$ cat config.mk
export PLATFORM = sky130hd
export DESIGN_NAME = jstk2_spi_ctrl
export DESIGN_NICKNAME = d
export VERILOG_FILES = /design/src/rtl/jstk2_pkg.sv /design/src/rtl/spi_byte_shifter.sv /design/src/rtl/jstk2_spi_ctrl.sv
export SDC_FILE = /design/constraint.sdc
export NUM_CORES = 1
export LEC_CHECK = 0
export BUFFER_PORTS_ARGS = -buffer_cell sky130_fd_sc_hd__buf_2
export CORE_MARGIN = 2
export CORE_UTILIZATION = 38
export CTS_BUF_LIST = sky130_fd_sc_hd__clkbuf_16
export DETAILED_ROUTE_END_ITERATION = 8
export PLACE_DENSITY = 0.54
export SLEW_MARGIN = 20
export SYNTH_ARGS = -nofsm -noshare
export SYNTH_HDL_FRONTEND = slang
export SYNTH_SLANG_ARGS = --single-unit
$ cat constraint.sdc
create_clock -name CLK -period 2.1 [get_ports CLK]
set_input_delay 0.21 -clock CLK [delete_from_list [all_inputs] [get_ports CLK]]
set_output_delay 0.21 -clock CLK [all_outputs]
set_load 0.01 [all_outputs]
$ cat src/rtl/jstk2_pkg.sv
// Shared constants and state encoding for the PmodJSTK2 SPI controller.
package jstk2_pkg;

  localparam logic [7:0] CMD_SET_LED = 8'h84;

  localparam int DEF_HALF_CYC  = 90;
  localparam int DEF_SETUP_CYC = 180;
  localparam int DEF_GAP_CYC   = 120;
  localparam int DEF_HOLD_CYC  = 300;

  localparam int HALF_W  = 7;
  localparam int PHASE_W = 9;

  typedef enum logic [2:0] {
    ST_IDLE,
    ST_SETUP,
    ST_SHIFT,
    ST_GAP,
    ST_HOLD
  } state_t;

endpackage

$ cat src/rtl/spi_byte_shifter.sv
// One SPI mode-0 byte: generates SCLK, shifts MOSI out MSB first and MISO in.
module spi_byte_shifter
  import jstk2_pkg::*;
#(
  parameter int HALF_CYC = DEF_HALF_CYC
) (
  input  logic       CLK,
  input  logic       RST,
  input  logic       en,
  input  logic       load,
  input  logic [7:0] load_byte,
  input  logic       miso,
  output logic       sclk,
  output logic       mosi,
  output logic [7:0] rx_byte,
  output logic       byte_done
);

  logic [HALF_W-1:0] half_cnt_reg;
  logic [2:0]        bit_cnt_reg;
  logic              sclk_reg;
  logic [7:0]        tx_sr_reg;
  logic [7:0]        rx_sr_reg;
  logic              half_end;
  logic              rise;
  logic              fall;

  always_comb begin
    half_end  = (half_cnt_reg == HALF_W'(HALF_CYC - 1));
    rise      = en && !sclk_reg && half_end;
    fall      = en &&  sclk_reg && half_end;
    byte_done = fall && (bit_cnt_reg == 3'd7);
  end

  // A load always wins over shifting so the next byte's MSB is on MOSI
  // from the cycle after the previous byte's last falling edge.
  always_ff @(posedge CLK) begin
    if (RST) begin
      half_cnt_reg <= '0;
      bit_cnt_reg  <= '0;
      sclk_reg     <= 1'b0;
      tx_sr_reg    <= '0;
      rx_sr_reg    <= '0;
    end else if (load) begin
      half_cnt_reg <= '0;
      bit_cnt_reg  <= '0;
      sclk_reg     <= 1'b0;
      tx_sr_reg    <= load_byte;
    end else if (en) begin
      if (half_end) begin
        half_cnt_reg <= '0;
        sclk_reg     <= ~sclk_reg;
      end else begin
        half_cnt_reg <= half_cnt_reg + HALF_W'(1);
      end
      if (rise) begin
        rx_sr_reg <= {rx_sr_reg[6:0], miso};
      end
      if (fall) begin
        tx_sr_reg   <= {tx_sr_reg[6:0], 1'b0};
        bit_cnt_reg <= bit_cnt_reg + 3'd1;
      end
    end
  end

  assign sclk    = sclk_reg;
  assign mosi    = tx_sr_reg[7];
  assign rx_byte = rx_sr_reg;

endmodule

$ cat src/rtl/jstk2_spi_ctrl.sv
// PmodJSTK2 transaction sequencer: 5-byte SPI exchange with SS setup, gaps and hold,
// returning joystick X/Y and buttons.
module jstk2_spi_ctrl
  import jstk2_pkg::*;
#(
  parameter int HALF_CYC  = DEF_HALF_CYC,
  parameter int SETUP_CYC = DEF_SETUP_CYC,
  parameter int GAP_CYC   = DEF_GAP_CYC,
  parameter int HOLD_CYC  = DEF_HOLD_CYC
) (
  input  logic        CLK,
  input  logic        RST,
  input  logic        START,
  input  logic [7:0]  CMD,
  input  logic [31:0] TX_DATA,
  input  logic        MISO,
  output logic        SS,
  output logic        SCLK,
  output logic        MOSI,
  output logic        BUSY,
  output logic        DONE,
  output logic [9:0]  X,
  output logic [9:0]  Y,
  output logic [1:0]  BTN
);

  state_t             state_reg, state_next;
  logic [PHASE_W-1:0] phase_reg, phase_next;
  logic [2:0]         idx_reg, idx_next;
  logic [39:0]        tx_reg, tx_next;
  logic [39:0]        rx_reg, rx_next;
  logic               ss_reg, ss_next;
  logic               busy_reg, busy_next;
  logic               done_reg, done_next;
  logic [9:0]         x_reg, x_next;
  logic [9:0]         y_reg, y_next;
  logic [1:0]         btn_reg, btn_next;

  logic               load;
  logic [7:0]         load_byte;
  logic               byte_done;
  logic [7:0]         rx_byte;

  spi_byte_shifter #(
    .HALF_CYC (HALF_CYC)
  ) u_shifter (
    .CLK       (CLK),
    .RST       (RST),
    .en        (state_reg == ST_SHIFT),
    .load      (load),
    .load_byte (load_byte),
    .miso      (MISO),
    .sclk      (SCLK),
    .mosi      (MOSI),
    .rx_byte   (rx_byte),
    .byte_done (byte_done)
  );

  always_ff @(posedge CLK) begin
    if (RST) begin
      state_reg <= ST_IDLE;
      phase_reg <= '0;
      idx_reg   <= '0;
      tx_reg    <= '0;
      rx_reg    <= '0;
      ss_reg    <= 1'b1;
      busy_reg  <= 1'b0;
      done_reg  <= 1'b0;
      x_reg     <= '0;
      y_reg     <= '0;
      btn_reg   <= '0;
    end else begin
      state_reg <= state_next;
      phase_reg <= phase_next;
      idx_reg   <= idx_next;
      tx_reg    <= tx_next;
      rx_reg    <= rx_next;
      ss_reg    <= ss_next;
      busy_reg  <= busy_next;
      done_reg  <= done_next;
      x_reg     <= x_next;
      y_reg     <= y_next;
      btn_reg   <= btn_next;
    end
  end

  always_comb begin
    state_next = state_reg;
    phase_next = phase_reg;
    idx_next   = idx_reg;
    tx_next    = tx_reg;
    rx_next    = rx_reg;
    ss_next    = ss_reg;
    busy_next  = busy_reg;
    done_next  = 1'b0;
    x_next     = x_reg;
    y_next     = y_reg;
    btn_next   = btn_reg;
    load       = 1'b0;
    load_byte  = 8'h00;

    case (state_reg)
      ST_IDLE: begin
        // busy_reg is still high on the DONE cycle, which blocks a START there
        busy_next = 1'b0;
        if (START && !busy_reg) begin
          load       = 1'b1;
          load_byte  = CMD;
          tx_next    = {TX_DATA, 8'h00};
          idx_next   = '0;
          phase_next = '0;
          ss_next    = 1'b0;
          busy_next  = 1'b1;
          state_next = ST_SETUP;
        end
      end
      ST_SETUP: begin
        if (phase_reg == PHASE_W'(SETUP_CYC - 1)) begin
          phase_next = '0;
          state_next = ST_SHIFT;
        end else begin
          phase_next = phase_reg + PHASE_W'(1);
        end
      end
      ST_SHIFT: begin
        if (byte_done) begin
          rx_next    = {rx_reg[31:0], rx_byte};
          load       = 1'b1;
          phase_next = '0;
          if (idx_reg < 3'd4) begin
            load_byte  = tx_reg[39:32];
            tx_next    = {tx_reg[31:0], 8'h00};
            idx_next   = idx_reg + 3'd1;
            state_next = ST_GAP;
          end else begin
            ss_next    = 1'b1;
            state_next = ST_HOLD;
          end
        end
      end
      ST_GAP: begin
        if (phase_reg == PHASE_W'(GAP_CYC - 1)) begin
          phase_next = '0;
          state_next = ST_SHIFT;
        end else begin
          phase_next = phase_reg + PHASE_W'(1);
        end
      end
      ST_HOLD: begin
        if (phase_reg == PHASE_W'(HOLD_CYC - 1)) begin
          // rx_reg holds {rx0, rx1, rx2, rx3, rx4}
          phase_next = '0;
          done_next  = 1'b1;
          x_next     = {rx_reg[25:24], rx_reg[39:32]};
          y_next     = {rx_reg[9:8], rx_reg[23:16]};
          btn_next   = rx_reg[1:0];
          state_next = ST_IDLE;
        end else begin
          phase_next = phase_reg + PHASE_W'(1);
        end
      end
      default: begin
        state_next = ST_IDLE;
      end
    endcase
  end

  assign SS   = ss_reg;
  assign BUSY = busy_reg;
  assign DONE = done_reg;
  assign X    = x_reg;
  assign Y    = y_reg;
  assign BTN  = btn_reg;

endmodule

Word-level counts from Yosys, hierarchy flattened
Cells that the tools add are included.
{"block": "word_totals", "reg_bits": 147}
{"block": "classes", "reduce_logical": 25, "addsub": 4, "eq_ne": 16, "n_lt_le_gt_ge": 1, "bitwise_logic": 3, "mux": 37}
{"op": "40-bit 2-to-1 mux", "count": 3}
{"op": "40-bit one-hot mux with 2 select lines", "count": 1}
{"op": "8-bit 2-to-1 mux", "count": 6}
{"op": "9-bit 2-to-1 mux", "count": 5}
{"op": "9-bit one-hot mux with 5 select lines", "count": 1}
{"op": "3-bit 2-to-1 mux", "count": 9}
{"op": "8-bit one-hot mux with 2 select lines", "count": 1}
{"op": "3-bit one-hot mux with 5 select lines", "count": 1}
{"op": "2-bit != test, second input constant", "count": 7}
{"op": "2-bit AND reduction", "count": 5}
{"op": "9-bit by 1-bit adder with 9-bit output, second input constant", "count": 1}
{"op": "9-bit by 7-bit == test with 1-bit output, second input constant", "count": 1}
{"op": "9-bit by 8-bit == test with 1-bit output, second input constant", "count": 1}
{"op": "9-bit == test, second input constant", "count": 1}
{"op": "4-bit AND reduction", "count": 2}
{"op": "7-bit by 1-bit adder with 7-bit output, second input constant", "count": 1}
{"op": "7-bit == test, second input constant", "count": 1}
{"op": "7-bit 2-to-1 mux", "count": 1}
{"op": "3-bit by 1-bit adder with 3-bit output, second input constant", "count": 2}
{"op": "3-bit by 2-bit == test with 1-bit output, second input constant", "count": 2}
{"op": "3-bit == test, second input constant", "count": 2}
{"op": "1-bit logical AND", "count": 6}
{"op": "1-bit 2-to-1 mux", "count": 6}
{"op": "3-bit one-hot mux with 2 select lines", "count": 1}
{"op": "other kinds (11)", "count": 19}

Depth between registers and ports, before layout
Gate-level depths: netlist of the first run.
{"block": "depth", "word_depth": 8, "ltp_mapped": 9, "ltp_nobuf": 7}

Hierarchy
Synthesis of the first run repeated with hierarchy kept, for this count alone.
{"block": "unflattened", "hier_cells": 667, "hier_area_um2": 5928.2}
{"mod": "jstk2_spi_ctrl", "area_each_um2": 4606.9, "instances": 1, "cells_each": 532}
{"mod": "spi_byte_shifter", "area_each_um2": 1321.3, "instances": 1, "cells_each": 135}

Worst setup path before layout of the first run
OpenSTA, ideal clock, no wires.
{"block": "synth_timing", "path_kind": "register to register", "start": "register u_shifter.bit_cnt_reg[0]", "end": "register phase_reg[5]", "synth_period_minus_slack_ns": 1.791, "setup_slack_ns": 0.309, "stages_incl_launch_ff": 8, "arrival_time_ns": 1.717, "cell_sequence": "dfxtp_1 -> ha_1 -> ha_1 -> and4_1 -> o2111a_1 -> nor3_2 -> or4b_1 -> a31oi_1"}
{"block": "synth_via", "elab_chain_cells": 4}
{"item": "from (decl)", "line_no": "spi_byte_shifter.sv:20", "text": "logic [2:0] bit_cnt_reg;"}
{"item": "from (signal assigned)", "line_no": "spi_byte_shifter.sv:61", "text": "bit_cnt_reg <= bit_cnt_reg + 3'd1;"}
{"item": "3-bit == test", "line_no": "spi_byte_shifter.sv:32", "text": "byte_done = fall && (bit_cnt_reg == 3'd7);"}
{"item": "1-bit logical AND", "line_no": "spi_byte_shifter.sv:32"}
{"item": "2-bit != test (no line)"}
{"item": "3-bit AND reduction (no line)"}
{"item": "to (signal assigned)", "line_no": "jstk2_spi_ctrl.sv:74", "text": "phase_reg <= phase_next;"}
{"item": "to (decl)", "line_no": "jstk2_spi_ctrl.sv:28", "text": "logic [PHASE_W-1:0] phase_reg, phase_next;"}
No other way between the ends.
A chain may end at the register's enable or synchronous reset.

Final worst setup path of the first run
Ends and elaborated chain as after synthesis.

==> summary.txt, run 1 <==
Status
  • Result of the run: finished clean

Floorplan
  • Die height: roughly 120 µm
  • Top-level port count: between 70 and 80
  • Core Rows: 44
  • Area of the core: approximately 14,000 µm²
  • Initial core utilization: 38.5%
  • Width of the chip: between 100 and 150 µm
  • Floorplan die area: between 15,000 and 20,000 µm²

Yosys
  • Cell count after synthesis: about 600
  • Fraction of synthesis flops using an asynchronous set or reset pin: 0%
  • Share of Yosys cell area claimed by the top area cell type: between 50% and 60%
  • Post-synth top area cell: dfxtp_1
  • Synth Warn #: 0
  • Top FF cell, synth: dfxtp_1
  • Count of flip-flops with a built-in enable after synthesis: 0
  • Count of different cell masters after synthesis: between 50 and 60
  • Mapped cell area: between 5000 and 6000 µm²
  • Synthesized area divided by synthesized cell count: approximately 9.2 µm²
  • Share of synthesized area occupied by flip-flops and latches: between 50% and 60%
  • Top post-synthesis cells by area: dfxtp_1 (50%), mux2i_1 (12%), nand2_1 (6.4%)
  • Yosys reg bits: approximately 140
  • Number of nets in the synthesized netlist: 654

STA
  • Final setup margin: approximately 0.08 ns
  • Final critical path time including I/O delays and setup: 2.02 ns
  • Worst rel slew slack: 54.8%
  • Post-route setup TNS: 0 ns
  • Post-Route Skew: 0.0101 ns
  • Finish-stage setup viols: 0
  • Final hold viol count: 0
  • Final clock period utilization by the worst path: between 90 and 100%
  • RSZ-0062 raised after global routing: no
  • Achievable Freq: approximately 500 MHz
  • Actual transition at the worst max-transition pin: between 0.6 and 0.7 ns
  • Slew Limit Fails: 0
  • Worst hold slack: 0.0377 ns

Clocking
  • Sink Count: roughly 140
  • Num CTS Buffers: 17
  • Maximum buffer depth of the clock tree: 2
  • Worst-path clk slew: 0.06 ns
  • Cell at the root of the clock tree: clkbuf_16
  • TritonCTS clock tree: done
  • H-Tree Level Count: 4
  • Clock latency at the later pin of the worst-skew pair: between 0.4 and 0.5 ns

Routing
  • Final wirelength: between 10,000 and 15,000 µm
  • Count of TritonRoute iterations in the first routing pass: 4
  • Number of nets still failing antenna checks after routing: 0
  • Remaining routing DRC violations: 0
  • Via-per-instance ratio: 5.06
  • Routed via count: ~4,400
  • Avg WL per Cell: 13.4 µm
  • Starting DRT DRC Count: between 200 and 250

Setup path
  • Critical path buffers and inverters: 0
  • Peak fanout along the critical path: 10
  • Crit path DAT: approximately 2.4 ns
  • Library cell contributing the largest single delay on the critical path: or4b_1
  • Highest cell delay on the worst timing path: 0.53 ns
  • Category of cells accounting for the largest share of critical-path delay: simple AND/OR/NAND/NOR gates
  • Required time at the endpoint of the critical path: 2.44 ns
  • Critical path class: reg -> reg
  • Kind of capture point of the worst setup path: register
  • Type of element launching the critical path: register
  • Cell Chain, Critical Path: ha_1 -> ha_2 -> and4_1 -> o2111a_1 -> nor3_4 -> or4b_1 -> a31oi_1

Place
  • Worst setup slack before clock tree synthesis: between 0.06 and 0.07 ns
  • Number of buffers added on ports: 70
  • Global placement routability congestion: 0.794
  • Detailed-placement wirelength estimate: between 7000 and 8000 µm

Power
  • Relative contribution of sequential cells to total power: between 40% and 50%
  • Switching fraction of total power: about a quarter
  • Share of power burned in combinational logic: 11.8%
  • Part of the power in the clock network: between 40% and 50%
  • Static leakage: approximately 2.8 nW
  • Net switching power: roughly 0.0016 W
  • Design internal power: 0.00499 W
  • Max VDD drop: 0.554 mV
  • Ratio of total power to cell area: 966 nW/µm²

Finish
  • Most common cell after layout, fill and taps aside: dfxtp_1
  • Number of flip-flops under the largest register name: 40
  • Fraction of layout cells with a size suffix above 1: 18.5%
  • Top library cells by usage in the layout, fill and taps aside: dfxtp_1 (137), nand2_1 (95), nor2_1 (75), buf_2 (69), mux2i_1 (65)
  • Register Area: between 2000 and 3000 µm²
  • Antenna Diode Count: 0
  • Net total in the final layout: approximately 730
  • Filler Cells Inserted: roughly 1,400
  • Synthesis-to-finish area growth: 23.3%
  • Multi-input combinational cell area: roughly 2600 µm²

Global routing
  • GRT Total Usage: between 10% and 20%
  • Global route overflow: 0
  • Largest net degree at the start of global routing: 53
  • Number of global-route vias before repair: roughly 4,200
  • First-pass GRT wire length: 19,600 µm
  • Number of antenna violations at the first check in global routing: 0

Job
  • Max_cap viols: 0

Hold path
  • Kind of path behind the tightest hold check: in -> reg
per-layer routing:
metal / global-route usage (%) / wire, µm / share of wire, % / vias up
met5: 0 / 0 / 0 / -
met4: 6.01 / 165 / 1.4 / 0
met3: 4.81 / 404 / 3.5 / 12
met2: 24.6 / 5490 / 47 / 60
met1: 19.7 / 5640 / 48 / 2089
li1: - / - / - / 2264
Yosys cell counts, types with 6 or more instances:
cell type    n
inv_1        6
clkbuf_1    25
nand3_1      9
nand2_1     95
mux2i_1     65
a211oi_1    26
a31oi_1      8
a22o_1       8
nor2_1      76
o21ai_0      9
buf_2       15
ha_1         6
a22oi_1      8
a21oi_1     46
dfxtp_1    139
through the flow:
stage | instances | instance area [µm²] | util, % | total power [W]
after floorplan | 604 | 5550 | - | 0.00345
after global placement | 833 | 6120 | 42.4 | 0.00365
after detailed placement | 833 | 6120 | 42.4 | 0.00367
after CTS | 872 | 6780 | 47.0 | 0.00663
after global routing | 875 | 6850 | 47.5 | 0.00690
final | 875 | 6850 | 47.5 | 0.00661
area by class of cell:
type | instances | share of cell area, %
multi-input cells | 419 | 38.1
flip-flops and latches | 139 | 40.7
clock buffers | 17 | 6.21
well taps | 184 | 3.36
inverters | 6 | 0.329
clock inverters | 14 | 2.25
repair buffers | 96 | 9.07
cell families (layout without fill, tap and decap cells):
logic type | Yosys count | in the layout | synth area share [%]
AOI/OAI and AO/OA | 121 | 121 | 14.2
xor gates and xnor gates | 9 | 9 | 1.42
adders and majority gates | 6 | 6 | 1.35
buffers and inverters | 46 | 133 | 3.45
DFF | 139 | 139 | 50.1
muxes | 65 | 65 | 11.7
and+or+nand+nor | 218 | 218 | 17.7
final timing paths:
path	from	end	slack [ns]	depth (start not counted)
min reg2reg	rx_reg[6]	rx_reg[14]	0.45	2
max	u_shifter.bit_cnt_reg[0]	phase_reg[5]	0.08	7
min	MISO	u_shifter.rx_byte[0]	0.04	3
max reg2reg	u_shifter.bit_cnt_reg[0]	phase_reg[5]	0.08	7
worst min-delay path, delay by kind of cell:
kind	cells	cell delay, ns
buf+inv	1	0.08
simple gates	1	0.07
mux	1	0.05
power groups by stage:
stage	clock [W]	sequential, W	combinational [W]
after detailed placement	0	0.00295	0.000720
after floorplan	0	0.00291	0.000535
after global routing	0.00312	0.00291	0.000872
after CTS	0.00300	0.00289	0.000737
after global placement	0	0.00294	0.000707
final	0.00294	0.00289	0.000780
timing repair:
item,4_1_cts,5_1_grt
hold buffers,8,0
gates resized for setup,0,9
hold endpoints to repair,8,0
buffers inserted,0,3
endpoints found under the setup margin,0,51
No activity file was read; power rests on OpenSTA's default activity.
==> run 2, diff against run 1 <==
Clock period 2.1 ns to 2 ns, I/O delays scaled along.
==> summary.txt, run 2 (synthesis gave the netlist of run 1 again) <==
Finish
  • Synthesis-to-finish area growth: 24.6%
  • Antenna Diode Count: 0 (unchanged)
  • Fraction of layout cells with a size suffix above 1: 20.5% (+1.9 points)
  • Net total in the final layout: 737 (+1.1%)
  • Most common cell after layout, fill and taps aside: dfxtp_1
  • Top library cells by usage in the layout, fill and taps aside: dfxtp_1 (135), nand2_1 (95), nor2_1 (75), buf_2 (69), mux2i_1 (65)
  • Number of flip-flops under the largest register name: 40 (unchanged)
  • Utilization after layout: 47.9% (+0.49 points)

STA
  • Post-Route Skew: 0.00767 ns (-0.00238 ns)
  • Post-route setup TNS: 0 ns (unchanged)
  • Slew Limit Fails: 0 (unchanged)
  • Final clock period utilization by the worst path: 97.1% (+0.88 points)
  • Final hold viol count: 0 (unchanged)
  • Final critical path time including I/O delays and setup: 1.94 ns (-0.0786 ns)
  • Worst rel slew slack: 55.0% (+0.11 points)
  • Final setup margin: 0.0581 ns (-0.0214 ns)
  • Finish-stage setup viols: 0 (unchanged)
  • Achievable Freq: 515 MHz (+4.0%)
  • Actual transition at the worst max-transition pin: 0.673 ns (-0.00167 ns)

Job
  • Max_cap viols: 0 (unchanged)

Setup path
  • Number of gates on the worst path with buffers counted: 7 (unchanged)
  • Library cell contributing the largest single delay on the critical path: or4b_1
  • Crit path DAT: 2.28 ns (-0.08 ns)
  • Critical path buffers and inverters: 0 (unchanged)
  • Peak fanout along the critical path: 10 (unchanged)
  • Kind of capture point of the worst setup path: register
  • Required time at the endpoint of the critical path: 2.34 ns (-0.10 ns)
  • Cell Chain, Critical Path: ha_2 -> ha_4 -> and4_1 -> o2111a_2 -> nor3_4 -> or4b_1 -> a31oi_1
  • Type of element launching the critical path: register
  • Register-to-register path setup slack: 0.06 ns (-0.02 ns)
  • Highest cell delay on the worst timing path: 0.50 ns (-0.03 ns)
  • Category of cells accounting for the largest share of critical-path delay: simple AND/OR/NAND/NOR gates
  • Number of cell instances on the worst register-to-register path: 7 (unchanged)
  • Critical path class: reg -> reg

Hold path
  • Cell count of the worst hold path: 3 (unchanged)
  • Kind of path behind the tightest hold check: in -> reg

Routing
  • Via-per-instance ratio: 5.06 (+0.12%)
  • Number of nets still failing antenna checks after routing: 0 (unchanged)
  • Starting DRT DRC Count: 309 (+33%)
  • Final wirelength: 12,000 µm (+2.8%)
  • Avg WL per Cell: 13.6 µm (+1.9%)
  • Count of TritonRoute iterations in the first routing pass: 4 (unchanged)
  • Routed via count: 4,471 (+1.0%)
  • Remaining routing DRC violations: 0 (unchanged)

Floorplan
  • Top-level port count: 71 (unchanged)
  • Core Rows: 44 (unchanged)
  • Die height: 125 µm (unchanged)
  • Width of the chip: 125 µm (unchanged)
  • Area of the core: 14,400 µm² (unchanged)
  • Floorplan die area: 15,600 µm² (unchanged)
  • Initial core utilization: 38.5% (unchanged)

Clocking
  • Cell at the root of the clock tree: clkbuf_16
  • Num CTS Buffers: 17 (unchanged)
  • Maximum buffer depth of the clock tree: 2 (unchanged)
  • Clock latency at the later pin of the worst-skew pair: 0.42 ns (about the same)
  • H-Tree Level Count: 4 (unchanged)
  • Sink Count: 139 (unchanged)
  • TritonCTS clock tree: done
  • Worst-path clk slew: 0.06 ns (about the same)

Global routing
  • Number of global-route vias before repair: 4,194 (+0.36%)
  • Number of antenna violations at the first check in global routing: 0 (unchanged)
  • First-pass GRT wire length: 19,900 µm (+1.6%)
  • GRT Total Usage: 15.7% (+0.22 points)
  • Global route overflow: 0 (unchanged)
  • Largest net degree at the start of global routing: 56 (+5.7%)

Power
  • Static leakage: 2.81 nW (+1.4%)
  • Net switching power: 0.00172 W (+6.0%)
  • Switching fraction of total power: 25.1% (+0.54 points)
  • Ratio of total power to cell area: 991 nW/µm² (+2.6%)
  • Max VDD drop: 0.585 mV (+5.7%)
  • Relative contribution of sequential cells to total power: 44.2% (+0.5 points)
  • Final total power: 0.00685 W (+3.7%)
  • Design internal power: 0.00514 W (+2.9%)
  • Share of power burned in combinational logic: 12.6% (+0.8 points)
  • Part of the power in the clock network: 43.2% (-1.3 points)

Place
  • Global placement routability congestion: 0.775 (-2.4%)
  • Detailed-placement wirelength estimate: 7860 µm (+0.77%)
  • Number of buffers added on ports: 70 (unchanged)
  • Worst setup slack before clock tree synthesis: 0.00699 ns (-0.0570 ns)

Status
  • Result of the run: finished clean
[run 2: cell types whose count changed in the layout (fill, tap and decap cells not counted), sizes merged]
cell / change
inv: +1
clkinv: +2
buf: +8
bufinv: -1
clkinvlp: -2
[run 2: path summary, 6_finish.rpt]
kind	startpoint	end
hold / removal	CMD[2]	u_shifter.tx_sr_reg[2]
hold reg to reg	rx_reg[30]	rx_reg[38]
setup / recovery	u_shifter.bit_cnt_reg[0]	phase_reg[5]
setup reg to reg	u_shifter.bit_cnt_reg[0]	phase_reg[5]
[run 2: what timing repair did]
action,in CTS,in global routing
hold endpoints to repair,8,0
hold buffers,8,0
cloned,0,0
setup endpoints to repair,3,75
buffers inserted,0,2
resized for setup,1,17
pin swaps,2,4
[run 2: area by class of cell]
type / instances / area (µm²)
clock inverters: 14 / 129
clock buffers: 17 / 425
flip-flops and latches: 139 / 2790
inverters: 6 / 22.5
multi-input cells: 419 / 2640
repair buffers: 104 / 684
well taps: 184 / 230
fillers: 1413 / 7510
[run 2: layer usage]
metal	vias to the layer above	global-route usage, %	share of wire [%]
li1	2271	-	-
met1	2120	19.9	50
met2	70	25.4	47
met3	10	5.15	2.9
met4	0	4.90	1.0
met5	-	0	0
[run 2: power groups by stage]
stage	logic (W)	clock network (W)	registers, W
floorplan	0.000562	0	0.00306
global placement	0.000778	0	0.00308
detailed placement	0.000792	0	0.00309
CTS	0.000819	0.00303	0.00303
global route	0.000944	0.00315	0.00305
finish	0.000861	0.00296	0.00303
[run 2: through the flow]
| stage | std cells | hold WS [ns] | instance area, µm² |
|---|---|---|---|
| floorplan | 604 | 0.326 | 5550 |
| global placement | 842 | 0.412 | 6190 |
| detailed placement | 842 | 0.415 | 6190 |
| CTS | 881 | 0.0121 | 6830 |
| global route | 883 | 0.0155 | 6920 |
| finish | 883 | 0.0319 | 6920 |
[run 2: worst min-delay path, stage by stage]
cell	delay [ns]
buf_2	0.09
a22oi_1	0.06
o21ai_0	0.06
==> run 3, diff against run 2 <==
Settings changed: CORE_UTILIZATION 38 to 55, PLACE_DENSITY 0.54 to 0.74.
==> summary.txt, run 3 (synthesis gave the netlist of run 1 again) <==
Status
  • Result of the run: finished clean

Setup path
  • Peak fanout along the critical path: 24 (+14)
  • Type of element launching the critical path: register
  • Register-to-register path setup slack: 0.10 ns (+0.05 ns)
  • Required time at the endpoint of the critical path: 2.25 ns (-0.09 ns)
  • Library cell contributing the largest single delay on the critical path: bufbuf_16
  • End of the worst register-to-register path: tx_reg[20]
  • Category of cells accounting for the largest share of critical-path delay: simple AND/OR/NAND/NOR gates
  • Cell Chain, Critical Path: inv_2 -> ha_2 -> and4bb_2 -> nand4_1 -> a21oi_4 -> bufbuf_16 -> a211oi_1
  • Highest cell delay on the worst timing path: 0.36 ns (-0.14 ns)
  • Crit path DAT: 2.14 ns (-0.14 ns)
  • Critical path class: reg -> reg
  • Kind of capture point of the worst setup path: register
  • Critical path buffers and inverters: 2 (+2)
  • Number of cell instances on the worst register-to-register path: 7 (unchanged)
  • RR Startpoint: u_shifter.half_cnt_reg[1]

Place
  • Global placement routability congestion: 0.825 (+6.4%)
  • Number of placed instances, taps included: 786 (-6.7%)
  • Detailed-placement wirelength estimate: 7260 µm (-7.6%)
  • Number of buffers added on ports: 70 (unchanged)

STA
  • RSZ-0062 raised after global routing: no
  • Worst rel slew slack: 35.2% (-20 points)
  • Final hold viol count: 0 (unchanged)
  • Final clock period utilization by the worst path: 94.8% (-2.3 points)
  • Post-Route Skew: 0.00666 ns (-0.00101 ns)
  • Finish-stage setup viols: 0 (unchanged)
  • Final critical path time including I/O delays and setup: 1.90 ns (-0.0467 ns)
  • Worst hold slack: 0.0246 ns (-0.00728 ns)
  • Post-route setup TNS: 0 ns (unchanged)
  • Achievable Freq: 528 MHz (+2.5%)
  • Slew Limit Fails: 0 (unchanged)
  • Actual transition at the worst max-transition pin: 0.972 ns (+0.299 ns)

Power
  • Final total power: 0.00660 W (-3.7%)
  • Share of power burned in combinational logic: 13.2% (+0.6 points)
  • Net switching power: 0.00171 W (-0.37%)
  • Static leakage: 2.78 nW (-1.1%)
  • Switching fraction of total power: 25.9% (+0.88 points)
  • Part of the power in the clock network: 40.9% (-2.3 points)
  • Ratio of total power to cell area: 969 nW/µm² (-2.2%)
  • Relative contribution of sequential cells to total power: 45.8% (+1.6 points)
  • Design internal power: 0.00489 W (-4.9%)
  • Max VDD drop: 0.715 mV (+22%)

Floorplan
  • Die height: 104 µm (-16%)
  • Initial core utilization: 56.8% (+18 points)
  • Area of the core: 9770 µm² (-32%)
  • Top-level port count: 71 (unchanged)
  • Width of the chip: 104 µm (-16%)
  • Core Rows: 36 (-18%)
  • Floorplan die area: 10,900 µm² (-30%)

Clocking
  • Maximum buffer depth of the clock tree: 2 (unchanged)
  • H-Tree Level Count: 4 (unchanged)
  • Worst-path clk slew: 0.06 ns (about the same)
  • Cell at the root of the clock tree: clkbuf_16
  • Sink Count: 139 (unchanged)
  • Clock latency at the later pin of the worst-skew pair: 0.41 ns (about the same)
  • TritonCTS clock tree: done
  • Num CTS Buffers: 17 (unchanged)

Hold path
  • Cell count of the worst hold path: 3 (unchanged)
  • Hold path start: MISO
  • Kind of path behind the tightest hold check: in -> reg
  • Worst min-delay path endpoint: u_shifter.rx_byte[0]

Finish
  • Non-filler instance count after layout: 829 (-6.1%)
  • Filler Cells Inserted: 766 (-46%)
  • Fraction of layout cells with a size suffix above 1: 20.1% (-0.34 points)
  • Net total in the final layout: 733 (-0.54%)
  • Synthesis-to-finish area growth: 22.6%
  • Antenna Diode Count: 0 (unchanged)
  • Number of flip-flops under the largest register name: 40 (unchanged)
  • Top library cells by usage in the layout, fill and taps aside: dfxtp_1 (136), nand2_1 (95), nor2_1 (75), buf_2 (69), mux2i_1 (65)
  • Most common cell after layout, fill and taps aside: dfxtp_1

Global routing
  • First-pass GRT wire length: 19,500 µm (-2.0%)
  • Number of antenna violations at the first check in global routing: 0 (unchanged)
  • Largest net degree at the start of global routing: 102 (+82%)
  • Global route overflow: 0 (unchanged)
  • Number of global-route vias before repair: 4,203 (+0.21%)
  • GRT Total Usage: 21.9% (+6.2 points)

Routing
  • Number of nets still failing antenna checks after routing: 0 (unchanged)
  • Total routed wire length on the met1 layer: 5290 µm (-11%)
  • Met3 WL: 466 µm (+33%)
  • Avg WL per Cell: 13.9 µm (+2.4%)
  • Routed wl met2: 5650 µm (+0.93%)
  • Top metal layer carrying routed signals: met4
  • Final wirelength: 11,600 µm (-3.9%)
  • Starting DRT DRC Count: 233 (-25%)
  • Count of TritonRoute iterations in the first routing pass: 6 (+2)
  • Via-per-instance ratio: 5.41 (+6.9%)
  • Routed via count: 4,487 (+0.36%)
  • Remaining routing DRC violations: 0 (unchanged)

Job
  • Max_cap viols: 0 (unchanged)
-- run 3: how the worst max path moves through the flow --
stage	slack, ns	cells past startpoint	startpoint	to
finish	0.10	7	u_shifter.half_cnt_reg[1]	tx_reg[20]
global route	0.001	8	u_shifter.half_cnt_reg[1]	tx_reg[19]
CTS	0.002	7	u_shifter.bit_cnt_reg[0]	phase_reg[5]
detailed placement	0.006	7	u_shifter.bit_cnt_reg[0]	phase_reg[5]
global placement	0.10	7	u_shifter.bit_cnt_reg[0]	phase_reg[5]
floorplan	0.21	7	u_shifter.bit_cnt_reg[0]	phase_reg[5]
-- run 3: timing repair --
action / CTS / global route
endpoints found under the setup margin: 2 / 81
pin swaps: 0 / 4
gates resized for setup: 1 / 16
hold buffers: 8 / 0
cloned: 1 / 0
endpoints found under the hold margin: 8 / 0
buffers inserted: 0 / 3
-- run 3: worst register-to-register path: stages (launching register included) --
cell and delay [ns]:
dfxtp_2 0.34, inv_2 0.04, ha_2 0.15, and4bb_2 0.28, nand4_1 0.16, a21oi_4 0.31, bufbuf_16 0.36, a211oi_1 0.09
-- run 3: area by class of cell --
| cell class | count | area, µm² | share of cell area, % |
|---|---|---|---|
| clock buffer | 17 | 425 | 6.25 |
| tap | 133 | 166 | 2.44 |
| inverter | 6 | 22.5 | 0.331 |
| multi-input combinational | 419 | 2650 | 39.0 |
| clock inverter | 15 | 87.6 | 1.29 |
| timing repair buffer | 100 | 664 | 9.76 |
| sequential | 139 | 2790 | 40.9 |
-- run 3: through the flow --
step	setup slack, ns	cell area (µm²)	util (%)
2_1_floorplan	0.209	5550	-
3_3_place_gp	0.105	6100	62.4
3_5_place_dp	0.00591	6100	62.4
4_1_cts	0.00235	6730	68.8
5_1_grt	0.00134	6810	69.6
6_report	0.105	6810	69.6
-- run 3: layer usage --
layer | vias to the layer above | GRT usage (%)
li1 | 2263 | -
met1 | 2124 | 28.2
met2 | 86 | 35.2
met3 | 14 | 6.02
met4 | 0 | 8.11
met5 | - | 0
-- run 3: power groups by stage --
stage	Sequential (W)	Clock [W]	Combinational [W]
after floorplan	0.00306	0	0.000562
after global placement	0.00307	0	0.000758
after detailed placement	0.00308	0	0.000784
after CTS	0.00302	0.00274	0.000854
after global routing	0.00304	0.00287	0.000964
final	0.00302	0.00270	0.000871
